--- src/rtl/seq_shifter.sv ---
// seq_shifter: iterative ARM-style barrel shift (LSL/LSR/ASR/ROR) with the
// C-flag result. Ports: clk, reset, start/ready, data_in, sh, amount,
// carry_in -> done pulse, result, carry_out. Macro SEQ_SHIFTER_FAST_EN
// enables 4-bit steps while at least 4 positions remain.
module seq_shifter (
  input  logic        clk,
  input  logic        reset,
  input  logic        start,
  input  logic [31:0] data_in,
  input  logic [1:0]  sh,
  input  logic [7:0]  amount,
  input  logic        carry_in,
  output logic        ready,
  output logic        done,
  output logic [31:0] result,
  output logic        carry_out
);

  typedef enum logic [1:0] {
    IDLE  = 2'd0,
    SHIFT = 2'd1,
    DONE  = 2'd2
  } state_e;

  localparam logic [1:0] SH_LSL = 2'b00;
  localparam logic [1:0] SH_LSR = 2'b01;
  localparam logic [1:0] SH_ASR = 2'b10;
  localparam logic [1:0] SH_ROR = 2'b11;

  state_e      state_q, state_d;
  logic [31:0] data_q, data_d;
  logic [1:0]  sh_q, sh_d;
  logic [7:0]  cnt_q, cnt_d;
  logic [31:0] result_q, result_d;
  logic        cout_q, cout_d;
  logic        ready_q, ready_d;
  logic        done_q, done_d;

  // One-position step; returns {carry, data}.
  function automatic logic [32:0] step1(
    input logic [31:0] d,
    input logic [1:0]  s
  );
    logic [32:0] r;
    unique case (s)
      SH_LSL:  r = {d[31], d[30:0], 1'b0};
      SH_LSR:  r = {d[0], 1'b0, d[31:1]};
      SH_ASR:  r = {d[0], d[31], d[31:1]};
      default: r = {d[0], d[0], d[31:1]};
    endcase
    return r;
  endfunction

`ifdef SEQ_SHIFTER_FAST_EN
  // Four-position step; carry is the last bit shifted out.
  function automatic logic [32:0] step4(
    input logic [31:0] d,
    input logic [1:0]  s
  );
    logic [32:0] r;
    unique case (s)
      SH_LSL:  r = {d[28], d[27:0], 4'b0};
      SH_LSR:  r = {d[3], 4'b0, d[31:4]};
      SH_ASR:  r = {d[3], {4{d[31]}}, d[31:4]};
      default: r = {d[3], d[3:0], d[31:4]};
    endcase
    return r;
  endfunction
`endif

  logic [32:0] stp;
  logic [7:0]  stp_n;

  always_comb begin
`ifdef SEQ_SHIFTER_FAST_EN
    if (cnt_q >= 8'd4) begin
      stp   = step4(data_q, sh_q);
      stp_n = 8'd4;
    end else begin
      stp   = step1(data_q, sh_q);
      stp_n = 8'd1;
    end
`else
    stp   = step1(data_q, sh_q);
    stp_n = 8'd1;
`endif
  end

  always_comb begin
    state_d  = state_q;
    data_d   = data_q;
    sh_d     = sh_q;
    cnt_d    = cnt_q;
    result_d = result_q;
    cout_d   = cout_q;
    unique case (state_q)
      IDLE: begin
        if (start) begin
          data_d = data_in;
          sh_d   = sh;
          cnt_d  = amount;
          if (amount == 8'd0) begin
            state_d  = DONE;
            result_d = data_in;
            cout_d   = carry_in;
          end else begin
            state_d = SHIFT;
          end
        end
      end
      SHIFT: begin
        data_d = stp[31:0];
        cnt_d  = cnt_q - stp_n;
        if (cnt_q == stp_n) begin
          state_d  = DONE;
          result_d = stp[31:0];
          cout_d   = stp[32];
        end
      end
      DONE:    state_d = IDLE;
      default: state_d = IDLE;
    endcase
    ready_d = (state_d == IDLE);
    done_d  = (state_d == DONE);
  end

  always_ff @(posedge clk) begin
    if (reset) begin
      state_q  <= IDLE;
      data_q   <= '0;
      sh_q     <= '0;
      cnt_q    <= '0;
      result_q <= '0;
      cout_q   <= 1'b0;
      ready_q  <= 1'b1;
      done_q   <= 1'b0;
    end else begin
      state_q  <= state_d;
      data_q   <= data_d;
      sh_q     <= sh_d;
      cnt_q    <= cnt_d;
      result_q <= result_d;
      cout_q   <= cout_d;
      ready_q  <= ready_d;
      done_q   <= done_d;
    end
  end

  assign ready     = ready_q;
  assign done      = done_q;
  assign result    = result_q;
  assign carry_out = cout_q;

endmodule

--- config.mk ---
export PLATFORM = sky130hd
export DESIGN_NAME = seq_shifter
export DESIGN_NICKNAME = d
export VERILOG_FILES = /design/src/rtl/seq_shifter.sv
export SDC_FILE = /design/constraint.sdc
export NUM_CORES = 1
export LEC_CHECK = 0
export CORE_UTILIZATION = 58
export CTS_BUF_LIST = sky130_fd_sc_hd__clkbuf_8
export CTS_CLUSTER_SIZE = 12
export DETAILED_ROUTE_END_ITERATION = 16
export GPL_ROUTABILITY_DRIVEN = 0
export PLACE_DENSITY = 0.85
export REMOVE_ABC_BUFFERS = 1
export SKIP_CTS_REPAIR_TIMING = 1
export SYNTH_ARGS = -nofsm -noshare
export SYNTH_HDL_FRONTEND = slang
export SYNTH_SLANG_ARGS = --single-unit
--- constraint.sdc ---
create_clock -name clk -period 5.09 [get_ports clk]
set_clock_uncertainty 0.15 [all_clocks]
set_input_delay 0.7635 -clock clk [delete_from_list [all_inputs] [get_ports clk]]
set_output_delay 0.7635 -clock clk [all_outputs]
set_load 0.05 [all_outputs]
Word level (Yosys, flattened, before mapping)
Index checks and enable logic that the tools add are counted.
- bits in registers: 79
- bits of input ports: 46
- output and inout bits: 35
- logic and storage cells: 42
- add/sub/neg operators: 1
- reduce and logical (&&, ||, !) cells: 8
- multiplexer cells: 17
- equal/unequal tests: 8
- operators with widths (cell ; count):
    32-bit two-way mux ; 4
    32-bit case mux with 2 select lines ; 2
    33-bit case mux with 3 select lines ; 1
    8-bit case mux with 2 select lines ; 1
    8-bit by 1-bit equality test with 1-bit output, second input constant ; 1
    8-bit zero test ; 1
    8-bit two-way mux ; 1
    8-bit by 1-bit subtractor with 8-bit output, second input constant ; 1
    2-bit zero test ; 3
    2-bit two-way mux ; 3
    2-bit inequality test, second input constant ; 3
    2-bit by 1-bit equality test with 1-bit output, second input constant ; 2
    2-bit equality test, second input constant ; 2
    2-bit case mux with 2 select lines ; 1
    2-bit AND reduction ; 2
    4-bit AND reduction ; 1
    1-bit two-way mux ; 3
    1-bit case mux with 2 select lines ; 1
    2-bit nonzero test ; 1

Longest topological paths before layout
Gate-level depths: netlist of the first run.
- depth in word-level cells: 5
- depth in mapped cells: 8
- gate-level depth less buffers: 6

Worst setup path after synthesis of the first run
Ideal clock, no wire load.
- path kind: input -> register
- start: in amount[4]
- end: reg result_q[10], in the netlist result[10]
- required time: 4.870 ns
- cell stages on the path: 5
- library setup time: 0.070 ns
- setup slack: 2.902 ns
- arrival: 1.969 ns
- buffers on the path: 1
- cell sequence: nor4_2 > nand3_1 > clkbuf_1 > a221o_1 > a21oi_2
- word-level cells in the longest chain between the ends: 3
- RTL lines (item ; line ; text):
    start, declared ; 11 ; input logic [7:0] amount,
    8-bit zero test ; 102 ; if (amount == 8'd0) begin
    2-bit inequality test (no source line) ; n/a ;
    4-bit AND reduction (no source line) ; n/a ;
    end signal, assigned ; 142 ; result_q <= result_d;
    end, declared ; 34 ; logic [31:0] result_q, result_d;
Every way passes these cells.
A chain may end at the register's enable or synchronous reset.

Worst setup path in the final report of the first run
- start: in amount[0]
- end: reg result_q[17], in the netlist result[17]
Same word-level chain as after synthesis.

==> flow_metrics.tcl, run 1 <==
set metrics [dict create \
    status "completed" \
    port_buffers 80 \
    fmax_ghz 0.388 \
    max-cap-violations 0 \
    clkSinkCount 79 \
    cp-start-kind "input pin" \
    cts_buffer_depth 2 \
    cp.required_ps 5210 \
    layout-drive-gt1-share_pct 7.89 \
    grt_pass1_vias 3444 \
    routed_wl_mm 9.78 \
    cts-root-buf "clkbuf_8" \
    die-area_mm2 0.00733 \
    rsz0062_at_grt "no" \
    whs_endpoint "result[26]" \
    min_from "result[26]" \
    finalCriticalPeriod_ps 2580 \
    cp_max_fo 59 \
    finalPower_uw 1430 \
    setup_viol 0 \
    layout_common_cells "79 x dfxtp_1, 79 x clkdlybuf4s50_1, 63 x a21oi_1" \
    drc 0 \
    crit_type "in2reg" \
    vias 3843 \
    r2r_cells 4 \
    detail-route-antenna-nets 0 \
    peakVddDrop_v 0.000172 \
    grt_pass1_wl_mm 16.2 \
    grt_max_degree 65 \
    synth_enable_flop_cells 0 \
    finalCritPeriodShare_pct 50.6 \
    coreArea_mm2 0.00679 \
    grt_overflow_total 0 \
    first_iter_violations 239 \
    vias_per_cell 6.12 \
    hold_path_class "reg2reg" \
    timing.slew.headroom_pct 33.2 \
    slew_viol_final 0 \
    cts_tree "built" \
    cts_max_level 3 \
    nFillCells 551 \
    diodes 0 \
    antenna_found_initial 0 \
    ys_types 47 \
    dieHeight_um 85.6 \
    cts_inserted_buffers 9 \
    fin_tns_setup_ps 0 \
    reg2reg_from "cnt_q[2]" \
    finalHoldViolCount 0 \
    io_pins 81 \
    end_kind "register" \
    avgSynthCellArea_um2 8.42 \
    asyncSetResetFlopFracSynth_pct 0 \
    yosysWarnings 0 \
    grt_util_all_layers_pct 27.1 \
    whs_path_depth 2 \
    worst_slew_pin_slew_ps 999 \
    post_drt_wl_per_cell_um 15.6 \
    syn-instance-count 482 \
    die_w_um 85.6 \
    ys_seq_area_share_pct 39.0 \
    rrSetupSlack_ps 2520 \
    power_leakage_uw 0.00183 \
    dr.pass1.iters 5 \
    start_util_pct 59.7 \
    worstReg2RegEnd "result[17]" \
    insertion_delay_ps 340 \
    clk_pin_slew_ps 80 \
    synth.cell_area_mm2 0.00406 \
    syn_to_final_growth_pct 22.8 \
    synth_seq_cells 79 \
    core.rowCount 30 \
    dp.final_hpwl_mm 6.07 \
    layout.nets 578 \
    arrival_ps 2690 \
    powerDensity_mw_per_mm2 287 \
    ys.flop_type "dfxtp_1" \
]
==> where the power goes <==
part	switching, uW	internal (uW)
Clock	208	209
Sequential	46.8	660
Combinational	173	133
==> how the worst max path moves through the flow <==
| stage | from | endpoint | slack [ps] | cells past startpoint |
|---|---|---|---|---|
| final | amount[0] | result[17] | 2510 | 6 |
| after global routing | cnt_q[0] | result[8] | 2340 | 5 |
| after global placement | amount[0] | result[17] | 2230 | 6 |
| after floorplan | state_q[0] | result[10] | 200 | 4 |
| after detailed placement | start | result[0] | 2190 | 5 |
| after CTS | cnt_q[2] | result[23] | 2530 | 4 |
==> sequential cells by signal, summed over array words and instances, names as in the netlist <==
signal / count
data_q: 32
ready: 1
sh_q: 2
result: 32
done: 1
cnt_q: 8
carry_out: 1
state_q: 2
==> worst max-delay path, cell delays in order <==
cell	delay [ps]
clkdlybuf4s50_1	450
nor4_2	480
nand3_2	110
buf_4	320
a221o_1	400
a21oi_2	140
==> area by class of cell <==
| class | count | area (um^2) | share of cell area, % |
|---|---|---|---|
| multi-input cells | 347 | 2250 | 45.2 |
| flip-flops and latches | 79 | 1580 | 31.8 |
| repair buffers | 84 | 826 | 16.6 |
| clock buffers | 12 | 165 | 3.32 |
| well taps | 96 | 120 | 2.41 |
| inverters | 9 | 33.8 | 0.678 |
| clock inverters | 1 | 5.00 | 0.100 |
==> kinds of logic (layout without fill, tap and decap cells) <==
kind of cell               after synthesis  after routing  share of synthesized area [%]
and+or+nand+nor                        155            155                           19.7
adders and majority gates                2              2                          0.617
xor gates and xnor gates                 1              1                          0.216
buffers and inverters                   56            106                           6.01
muxes                                   17             17                           4.22
AOI/OAI and AO/OA                      172            172                           30.3
DFF                                     79             79                           39.0
==> through the flow <==
step	area, um^2	hold WS, ps	util, %	cells	setup WS, ps
after floorplan	3850	289	-	435	199
after global placement	4810	300	70.8	615	2230
after CTS	4980	316	73.3	628	2530
after global routing	4980	335	73.3	628	2340
final	4980	314	73.3	628	2510
after detailed placement	4810	306	70.8	615	2190
==> synthesized netlist by cell type, types with 2 or more instances <==
library cell  count  area share (%)
nor3b_1           3            0.56
a21boi_1          2            0.37
a221o_1          17             4.2
buf_6             2            0.56
o211ai_1          5            0.93
nand3_1          35             4.3
a211o_1          30             6.5
nor3_1            4            0.49
nor2b_1           2            0.31
a211oi_1         16             3.0
or3_1            14             2.2
mux2i_1          16             3.9
nor2_1           42             3.9
ha_1              2            0.62
dfxtp_1          79              39
a22oi_1           3            0.56
inv_1             9            0.83
nand2_1          39             3.6
o21a_1           15             2.8
a21oi_1          63             7.8
o21ai_0           2            0.25
clkbuf_1         26             2.4
a21oi_2          14             3.0
nor4_2            2            0.62
buf_2            15             1.9
buf_1             4            0.37
==> layer usage <==
| metal | track usage, % | wire [um] | up-vias |
|---|---|---|---|
| met5 | 0 | 0 | - |
| met4 | 10.8 | 170 | 0 |
| met3 | 3.46 | 524 | 19 |
| met2 | 44.7 | 4710 | 128 |
| met1 | 36.1 | 4380 | 1821 |
| li1 | - | - | 1875 |
(Power assumes the default switching activity.)
==> run 2, diff against run 1 <==
--- a/config.mk
+++ b/config.mk
@@ -5,12 +5,12 @@
 export SDC_FILE = /design/constraint.sdc
 export NUM_CORES = 1
 export LEC_CHECK = 0
-export CORE_UTILIZATION = 58
+export CORE_UTILIZATION = 48
 export CTS_BUF_LIST = sky130_fd_sc_hd__clkbuf_8
 export CTS_CLUSTER_SIZE = 12
 export DETAILED_ROUTE_END_ITERATION = 16
 export GPL_ROUTABILITY_DRIVEN = 0
-export PLACE_DENSITY = 0.85
+export PLACE_DENSITY = 0.75
 export REMOVE_ABC_BUFFERS = 1
 export SKIP_CTS_REPAIR_TIMING = 1
 export SYNTH_ARGS = -nofsm -noshare
==> constraint.sdc (replaced) <==
create_clock -name clk -period 2.3 [get_ports clk]
set_clock_uncertainty 0.15 [all_clocks]
set_input_delay 0.345 -clock clk [delete_from_list [all_inputs] [get_ports clk]]
set_output_delay 0.345 -clock clk [all_outputs]
set_load 0.05 [all_outputs]
==> run 2 against run 1 <==
Hold slack got worse by 150 ps. Total power rose by 130%. Die area is 20% higher. Global-route usage shrank 3.8 points. Sequential power increased by 120%. Design area is 4.0% higher. Final cell count up 4.1%. Combinational power is 140% higher.
==> flow_metrics.tcl, run 2 (synthesis results as in run 1) <==
set metrics [dict create \
    peakVddDrop_v 0.000386 \
    use_met1_pct 29.3 \
    coreArea_mm2 0.00822 \
    gr-usage-met2_pct 39.6 \
    layout.nets 593 \
    vias_per_cell 5.87 \
    start_util_pct 49.4 \
    cp-start-kind "register" \
    cp_max_fo 59 \
    powerDensity_mw_per_mm2 641 \
    hold_path_class "in2reg" \
    grt_pass1_vias 3579 \
    vias 3840 \
    finalWorstSetupSlack_ps 215 \
    grt_max_degree 60 \
    grt_overflow_total 0 \
    cts_inserted_buffers 9 \
    dp.final_hpwl_mm 6.71 \
    port_buffers 80 \
    rsz0062_at_grt "no" \
    max-cap-violations 0 \
    layout-drive-gt1-share_pct 10.6 \
    worstReg2RegEnd "result[24]" \
    cts_max_level 3 \
    cts_buffer_depth 2 \
    die-area_mm2 0.00882 \
    grt_busiest_layer "met2" \
    min_from "reset" \
    clk_pin_slew_ps 80 \
    setup_viol 0 \
    dieHeight_um 93.9 \
    grtUsageMet3_pct 4.53 \
    dp_slack_ps -48.4 \
    cts-root-buf "clkbuf_8" \
    finalHoldViolCount 0 \
    grt_util_all_layers_pct 23.3 \
    max_stage_delay_ps 590 \
    post_drt_wl_per_cell_um 15.3 \
    crit_chain "nor2b_4, nand4b_4, buf_12, a221o_1, a21oi_2" \
    drc 0 \
    cts_tree "built" \
    end_kind "register" \
    routed_wl_mm 10.0 \
    layout.cells.non_filler 654 \
    rrSetupSlack_ps 210 \
    whs_ps 161 \
    detail-route-antenna-nets 0 \
    power_leakage_uw 0.00194 \
    critPathSlowestCell "dfxtp_1" \
    cp.required_ps 2430 \
    core.rowCount 33 \
    whs_endpoint "cnt_q[7]" \
    timing.slew.headroom_pct 64.8 \
    arrival_ps 2220 \
    crit_type "reg2reg" \
    first_iter_violations 186 \
    status "completed" \
    finalCriticalPeriod_ps 2090 \
    grt_pass1_wl_mm 16.5 \
    die_w_um 93.9 \
    clkSinkCount 79 \
    r2r_cells 5 \
    slew_viol_final 0 \
    final_util_pct 63.1 \
    antenna_found_initial 0 \
    layout_common_cells "79 x dfxtp_1, 79 x clkdlybuf4s50_1, 63 x a21oi_1" \
    worst_slew_pin_slew_ps 527 \
    whs_path_depth 2 \
    reg2reg_from "state_q[0]" \
    insertion_delay_ps 350 \
    place_inst 639 \
    io_pins 81 \
    dr.pass1.iters 4 \
    finalCritPeriodShare_pct 90.7 \
    syn_to_final_growth_pct 27.7 \
    diodes 0 \
    fmax_ghz 0.480 \
]
-- run 2: cell types whose count changed in the layout (fill, tap and decap cells not counted) --
cell	previous run	this run
buf_4	4	15
buf_12	0	4
bufinv_16	0	1
clkbuf_8	12	11
clkinvlp_4	0	1
inv_1	9	10
-- run 2: cell type report --
type | count | area [um^2]
clock buffer | 11 | 151
clock inverter | 4 | 46.3
fill | 722 | 3030
inverter | 9 | 33.8
multi-input combinational | 347 | 2250
sequential | 79 | 1580
tap | 105 | 131
timing repair buffer | 99 | 988
-- run 2: where the power goes --
part	total, uW	switching, uW	internal [uW]	leakage [uW]
clock network	1040	493	549	0.000103
registers	1550	94.7	1460	0.000646
logic	724	396	329	0.00119
-- run 2: critical path, delay by kind of cell, from the launching register on --
kind,cells,cell delay [ps]
DFF,1,590
and+or+nand+nor,2,520
AOI/OAI and AO/OA,2,520
buffers and inverters,1,210
-- run 2: through the flow --
stage / power, uW / TNS [ps] / cell area [um^2]
floorplan: 2010 / -117560 / 3850
global placement: 2290 / 0 / 4980
detailed placement: 2310 / -507 / 4980
CTS: 3330 / 0 / 5180
global route: 3490 / 0 / 5180
finish: 3320 / 0 / 5180
-- run 2: per-layer routing --
metal	wire, um	vias up
met5	0	-
met4	181	0
met3	492	19
met2	4740	106
met1	4600	1816
li1	-	1899
-- run 2: worst max-delay path by stage --
stage               startpoint          to  slack [ps]  cells past startpoint
floorplan           state_q[0]  result[10]       -2590                      4
global placement     amount[4]   result[6]          20                      6
detailed placement   amount[0]   result[4]         -50                      6
CTS                 state_q[0]   result[4]         240                      5
global route        state_q[0]    cnt_q[5]         130                      4
finish              state_q[0]  result[24]         210                      5
